$ cat config.mk
export PLATFORM = sky130hd
export DESIGN_NAME = shift_exec_stage
export DESIGN_NICKNAME = d
export VERILOG_FILES = /design/src/rtl/shift_exec_stage_pkg.sv /design/src/rtl/shift32.sv /design/src/rtl/shift_result_fifo.sv /design/src/rtl/shift_exec_stage.sv
export SDC_FILE = /design/constraint.sdc
export NUM_CORES = 1
export LEC_CHECK = 0
export CAP_MARGIN = 20
export CORE_MARGIN = 4
export CORE_UTILIZATION = 30
export CTS_BUF_LIST = sky130_fd_sc_hd__clkbuf_2
export DETAILED_ROUTE_END_ITERATION = 8
export HOLD_SLACK_MARGIN = 0.12
export PLACE_DENSITY = 0.52
export SLEW_MARGIN = 20
export SYNTH_ARGS = -nofsm -noshare
export SYNTH_HDL_FRONTEND = slang
export SYNTH_SLANG_ARGS = --single-unit
$ cat constraint.sdc
create_clock -name CLK -period 4.81 [get_ports CLK]
set_input_delay 1.2025 -clock CLK [delete_from_list [all_inputs] [get_ports CLK]]
set_output_delay 1.2025 -clock CLK [all_outputs]
set_load 0.05 [all_outputs]
$ cat src/rtl/shift_exec_stage_pkg.sv
// Shared definitions for the shift execute stage: datapath widths and the
// R-type funct codes handled by SHIFT32.
package shift_exec_stage_pkg;

  localparam int unsigned DATA_W  = 32;
  localparam int unsigned SHAMT_W = 5;

  typedef enum logic [5:0] {
    FN_SLL  = 6'h01,
    FN_SRL  = 6'h02,
    FN_SLLV = 6'h03,
    FN_SRLV = 6'h04
  } funct_e;

endpackage

$ cat src/rtl/shift32.sv
// SHIFT32: combinational 32-bit logical shifter.
//   Y   out 32  shifted result
//   D   in  32  data to shift
//   S   in  32  shift amount; any value >= 32 yields zero
//   LnR in  1   1 = shift left, 0 = shift right (logical)
module SHIFT32 (
  output logic [31:0] Y,
  input  logic [31:0] D,
  input  logic [31:0] S,
  input  logic        LnR
);

  always_comb begin
    if (|S[31:5]) Y = '0;
    else if (LnR) Y = D << S[4:0];
    else          Y = D >> S[4:0];
  end

endmodule

$ cat src/rtl/shift_result_fifo.sv
// shift_result_fifo: synchronous FIFO buffering shift results for writeback.
//   clk, rst  clock / synchronous active-high reset
//   wr_en     push wdata (ignored when full without a same-cycle pop)
//   rd_en     pop head (ignored when empty)
//   rdata     head entry; while empty, the last entry that was at the head
//   full/empty derived from the occupancy count
module shift_result_fifo #(
  parameter int unsigned WIDTH = 37,
  parameter int unsigned DEPTH = 2
) (
  input  logic             clk,
  input  logic             rst,
  input  logic             wr_en,
  input  logic [WIDTH-1:0] wdata,
  input  logic             rd_en,
  output logic [WIDTH-1:0] rdata,
  output logic             full,
  output logic             empty
);

  localparam int unsigned AW = $clog2(DEPTH);
  localparam int unsigned CW = $clog2(DEPTH + 1);

  logic [WIDTH-1:0] mem [DEPTH];
  logic [AW-1:0]    wr_ptr, rd_ptr;
  logic [CW-1:0]    count;
  logic [WIDTH-1:0] last_q;
  logic             push, pop;

  assign full  = (count == CW'(DEPTH));
  assign empty = (count == '0);
  assign pop   = rd_en & ~empty;
  assign push  = wr_en & (~full | pop);

  // When empty the output keeps showing the most recent head entry.
  assign rdata = empty ? last_q : mem[rd_ptr];

  always_ff @(posedge clk) begin
    if (push) mem[wr_ptr] <= wdata;
  end

  always_ff @(posedge clk) begin
    if (rst) begin
      wr_ptr <= '0;
      rd_ptr <= '0;
      count  <= '0;
      last_q <= '0;
    end else begin
      if (push) wr_ptr <= wr_ptr + 1'b1;
      if (pop)  rd_ptr <= rd_ptr + 1'b1;
      if (!empty) last_q <= mem[rd_ptr];
      case ({push, pop})
        2'b10:   count <= count + 1'b1;
        2'b01:   count <= count - 1'b1;
        default: count <= count;
      endcase
    end
  end

endmodule

$ cat src/rtl/shift_exec_stage.sv
// shift_exec_stage: execute-stage wrapper around SHIFT32.
//   CLK, RST                 clock / synchronous active-high reset
//   in_valid/in_ready        upstream handshake for decoded shift ops
//   in_funct/shamt/rs/rt/tag op fields from register-file read
//   out_valid/out_ready      downstream handshake toward writeback
//   out_result/tag/zero      FIFO head result, its tag, result==0 flag
//   illegal_op               one-cycle pulse after an unsupported funct is consumed
module shift_exec_stage
  import shift_exec_stage_pkg::*;
#(
  parameter int unsigned TAG_W      = 5,
  parameter int unsigned FIFO_DEPTH = 2
) (
  input  logic              CLK,
  input  logic              RST,
  input  logic              in_valid,
  output logic              in_ready,
  input  logic [5:0]        in_funct,
  input  logic [4:0]        in_shamt,
  input  logic [31:0]       in_rs,
  input  logic [31:0]       in_rt,
  input  logic [TAG_W-1:0]  in_tag,
  output logic              out_valid,
  input  logic              out_ready,
  output logic [31:0]       out_result,
  output logic [TAG_W-1:0]  out_tag,
  output logic              out_zero,
  output logic              illegal_op
);

  logic              s1_valid;
  logic [DATA_W-1:0] s1_d, s1_s;
  logic              s1_lnr;
  logic [TAG_W-1:0]  s1_tag;

  logic              dec_legal, dec_lnr;
  logic [DATA_W-1:0] dec_s;
  logic [DATA_W-1:0] shift_y;

  logic              fifo_full, fifo_empty;
  logic [DATA_W+TAG_W-1:0] fifo_rdata;
  logic              pop, s1_advance, accept;

  always_comb begin
    dec_legal = 1'b0;
    dec_lnr   = 1'b0;
    dec_s     = '0;
    case (in_funct)
      FN_SLL:  begin dec_legal = 1'b1; dec_lnr = 1'b1; dec_s = {{(DATA_W-SHAMT_W){1'b0}}, in_shamt}; end
      FN_SRL:  begin dec_legal = 1'b1; dec_lnr = 1'b0; dec_s = {{(DATA_W-SHAMT_W){1'b0}}, in_shamt}; end
      FN_SLLV: begin dec_legal = 1'b1; dec_lnr = 1'b1; dec_s = in_rt; end
      FN_SRLV: begin dec_legal = 1'b1; dec_lnr = 1'b0; dec_s = in_rt; end
      default: ;
    endcase
  end

  // S1 may drain into a full FIFO only when the head leaves on the same edge.
  assign out_valid  = ~fifo_empty;
  assign pop        = out_valid & out_ready;
  assign s1_advance = s1_valid & (~fifo_full | pop);
  assign in_ready   = ~s1_valid | s1_advance;
  assign accept     = in_valid & in_ready;

  always_ff @(posedge CLK) begin
    if (RST) begin
      s1_valid   <= 1'b0;
      s1_d       <= '0;
      s1_s       <= '0;
      s1_lnr     <= 1'b0;
      s1_tag     <= '0;
      illegal_op <= 1'b0;
    end else begin
      illegal_op <= accept & ~dec_legal;
      if (accept && dec_legal) begin
        s1_valid <= 1'b1;
        s1_d     <= in_rs;
        s1_s     <= dec_s;
        s1_lnr   <= dec_lnr;
        s1_tag   <= in_tag;
      end else if (s1_advance) begin
        s1_valid <= 1'b0;
      end
    end
  end

  SHIFT32 u_shift (
    .Y   (shift_y),
    .D   (s1_d),
    .S   (s1_s),
    .LnR (s1_lnr)
  );

  shift_result_fifo #(
    .WIDTH (DATA_W + TAG_W),
    .DEPTH (FIFO_DEPTH)
  ) u_fifo (
    .clk   (CLK),
    .rst   (RST),
    .wr_en (s1_advance),
    .wdata ({shift_y, s1_tag}),
    .rd_en (pop),
    .rdata (fifo_rdata),
    .full  (fifo_full),
    .empty (fifo_empty)
  );

  assign {out_result, out_tag} = fifo_rdata;
  assign out_zero = (out_result == '0);

endmodule

==> impl_results.md <==
- Height of the die: roughly 200 um
- Synth Flop Type: sky130_fd_sc_hd__dfxtp_1
- Final Instance Count excl. Fillers: roughly 1,600
- Worst skew pair latency: just under 0.9 ns
- Row count: approximately 70
- Sink count of the clock tree: approximately 190
- Final setup violation count: 0
- Element type at the critical path end: output port
- Worst relative slew slack: 31.9%
- Pin count of the biggest net entering global routing: 80
- Leakage: 4.03 nW
- Average wire per cell in the routed design: 20.0 um
- Area share of the largest cell type after synthesis: a little over a fifth
- Synth Net Count: between 1,000 and 1,500
- FF+latch count, synth: 188
- Sequential group share of total power: between 50% and 60%
- Critical path launch point type: register
- Number of warnings issued by yosys: 0
- Number of placed cells counting well taps: ~1,600
- Via count normalized by instance count: 5.33
- Number of max-slew violations in the final report: 0
- Max Clock Skew: 0.0617 ns
- Count of final hold-check violations: 0
- Total iterations of the first detailed-routing run: 5
- Crit path max fanout: 21
- CTS buffer count: 17
- Transition time at the pin with the least slew margin: 1.02 ns
- Tot GR Track Use: 16.4%
- Largest cells by area after synthesis: sky130_fd_sc_hd__dfxtp_1, sky130_fd_sc_hd__edfxtp_1, sky130_fd_sc_hd__mux4_2, sky130_fd_sc_hd__mux2i_1, sky130_fd_sc_hd__mux2_2
- Die boundary width: 199 um
- Proportion of register bits with asynchronous set or reset after synthesis: 0%
- Violation count after the first detailed-route iteration: 742
- First-pass GRT wire length: roughly 50,000 um
- Gate Count Post-Synth: between 1,000 and 1,500
- Final GP Congestion: around 0.91
- Layout cells sized above 1: ~17%
- Reported max-cap violation count: 0
- Sum of overflow across all layers after global routing: 0
- Antenna violations before repair: 2
- Die outline area: between 30,000 and 40,000 um2
- Internal power of the cells: 2.10 mW
- Required time at the worst-slack endpoint: approximately 3.6 ns
- Logic pwr share: 16.4%
- Final routed DRC violation total: 0
- Setup repair after global routing missed its margin: false
- Register-to-register setup slack: between 1 and 1.5 ns
- Final min period: around 4.5 ns
- TritonCTS clock tree: built
- Register area share after synthesis: about two fifths
- Fraction of power spent switching nets: 32.6%
- Number of ports placed on the die boundary: 125
- Detailed Place HPWL: roughly 23,000 um
- Post-synthesis cell type count: 64
- Final cycle utilization of the critical path: a little over nine tenths
- EDFF count, synth: 74
- Biggest area consumer among synthesized cells: sky130_fd_sc_hd__dfxtp_1
- Max VDD drop: around 0.12 mV
- Power density relative to cell area: about 240 nW/um2
- Number of nets in the layout: between 1,000 and 1,500
- Setup total negative slack: 0 ns
- Highest Clock Rate: about 220 MHz
- Std-Cell Core Area: about 36,000 um2
- Switching Power: slightly above 1 mW
- Most numerous cell types in the synthesized netlist: sky130_fd_sc_hd__nand2_1, sky130_fd_sc_hd__dfxtp_1, sky130_fd_sc_hd__nor2_1
- Clock group share of total power: 28.5%
- Root Buffer Master: sky130_fd_sc_hd__clkbuf_2
- Vias in the first global route: ~8,500
- Kind of path behind the tightest hold check: register to register
- Number of buffers inserted by port buffering: roughly 120
- Arrival time reported for the critical path endpoint: around 3.3 ns
- Most frequent cell after synthesis: sky130_fd_sc_hd__nand2_1
- Run status: finished, final reports clean
- Number of H-tree levels: 4
- Synth-to-Final Area Change: 16.9%
- Synthesized cell area: 10,900 um2
- Reg clk slew, reported paths: 0.34 ns
- DR vias: 8,686
- Mean instance size in the synthesized netlist: 10.0 um2
- Initial core utilization: a little under a third
- Crit Path Category: register to output port
- Max Root-Sink Buffers: 2
- Routed Antenna Nets: 0
- Final WL: between 30,000 and 40,000 um
[critical path, stage by stage (launching register included)]
cell and delay (ns):
sky130_fd_sc_hd__dfxtp_2 0.52, sky130_fd_sc_hd__or2_4 0.33, sky130_fd_sc_hd__buf_12 0.21, sky130_fd_sc_hd__mux2i_1 0.31
sky130_fd_sc_hd__nand4_1 0.12, sky130_fd_sc_hd__or4_1 0.52, sky130_fd_sc_hd__nor2_1 0.24, sky130_fd_sc_hd__buf_12 0.17
[flip-flops by register name (all words and copies together) (netlist names), named ones only]
register and cells:
u_fifo.last_q 37, s1_d 32, s1_s 32, s1_lnr 1, u_fifo.mem 74, s1_valid 1, u_fifo.rd_ptr 1, u_fifo.wr_ptr 1
s1_tag 5, illegal_op 1, u_fifo.count 2
[area by class of cell]
type | count | area [um2]
inverters | 38 | 143
multi-input cells | 763 | 5780
well taps | 461 | 577
clock inverters | 15 | 204
clock buffers | 17 | 85.1
diodes | 1 | 2.50
fillers | 3680 | 23000
flip-flops and latches | 188 | 4520
repair buffers | 147 | 1430
[final timing paths]
| path | startpoint | to | cells past startpoint |
|---|---|---|---|
| worst max-delay path | u_fifo.count[0]$_SDFFE_PP0P_ | out_zero | 7 |
| worst min-delay path | s1_tag[2]$_SDFFE_PP0P_ | s1_tag[2]$_SDFFE_PP0P_ | 2 |
| worst max register to register | s1_s[2]$_SDFFE_PP0P_ | u_fifo.mem[1][13]$_DFFE_PP_ | 6 |
| worst min register to register | s1_tag[2]$_SDFFE_PP0P_ | s1_tag[2]$_SDFFE_PP0P_ | 2 |
[layer usage]
metal  GRT usage, %  part of all wire, %  up-vias
met4           4.10                  1.6        0
met1           24.3                   49     4270
met5              0                    0        -
li1               -                    -     4167
met3           3.07                  5.2       27
met2           24.9                   45      222
[per-stage QoR]
stage	area, um2	hold WS, ns	power (mW)	utilization (%)	setup slack, ns
after floorplan	10900	0.425	2.04	-	1.19
after global placement	12400	0.447	2.25	34.7	0.818
after detailed placement	12400	0.455	2.26	34.7	0.735
after CTS	12700	0.503	3.16	35.5	0.0879
after global routing	12700	0.524	3.25	35.7	0.00410
final	12700	0.500	3.11	35.7	0.283
[placed cells by master (no fill, tap or decap), types with 3 or more instances in the layout]
cell and n:
sky130_fd_sc_hd__nand2_1 129, sky130_fd_sc_hd__clkdlybuf4s50_1 122, sky130_fd_sc_hd__nor2_1 112, sky130_fd_sc_hd__dfxtp_1 107
sky130_fd_sc_hd__mux2i_1 87, sky130_fd_sc_hd__a21oi_1 74, sky130_fd_sc_hd__edfxtp_1 74, sky130_fd_sc_hd__mux2_2 70
sky130_fd_sc_hd__mux4_2 53, sky130_fd_sc_hd__a22oi_1 42, sky130_fd_sc_hd__inv_1 35, sky130_fd_sc_hd__o21ai_0 23
sky130_fd_sc_hd__buf_4 23, sky130_fd_sc_hd__clkbuf_2 17, sky130_fd_sc_hd__a31oi_1 15, sky130_fd_sc_hd__nor3_1 13
sky130_fd_sc_hd__a211oi_1 13, sky130_fd_sc_hd__o22ai_1 12, sky130_fd_sc_hd__nor2b_1 11, sky130_fd_sc_hd__nor4_1 9
sky130_fd_sc_hd__nand4_1 9, sky130_fd_sc_hd__nand3_1 9, sky130_fd_sc_hd__o211ai_1 9, sky130_fd_sc_hd__or3_1 6
sky130_fd_sc_hd__o22a_1 5, sky130_fd_sc_hd__clkinv_8 5, sky130_fd_sc_hd__inv_8 5, sky130_fd_sc_hd__o31ai_1 4
sky130_fd_sc_hd__a32oi_1 4, sky130_fd_sc_hd__dfxtp_2 4, sky130_fd_sc_hd__or4_1 3, sky130_fd_sc_hd__nand2b_1 3
sky130_fd_sc_hd__or2_2 3, sky130_fd_sc_hd__xnor2_1 3, sky130_fd_sc_hd__dfxtp_4 3, sky130_fd_sc_hd__inv_12 3
[power by group through the flow]
stage / combinational (mW) / clock [mW] / sequential (mW)
floorplan: 0.321 / 0 / 1.72
global placement: 0.511 / 0 / 1.74
detailed placement: 0.512 / 0 / 1.74
CTS: 0.514 / 0.934 / 1.71
global route: 0.545 / 0.990 / 1.72
finish: 0.510 / 0.887 / 1.71
[repair_timing]
item	CTS	global route
hold buffers	0	0
pin swaps	1	1
setup endpoints to repair	24	1
buffers inserted	0	5
resized for setup	4	1
gates cloned	1	0
[cells by family after synthesis]
group / share of synthesized area, %
AOI/OAI and AO/OA: 13.3
xor gates and xnor gates: 0.402
adders and majority gates: 0.115
buffers and inverters: 5.89
DFF: 41.3
muxes: 26.2
and+or+nand+nor: 12.8
Power figures use the tool's default switching activity.
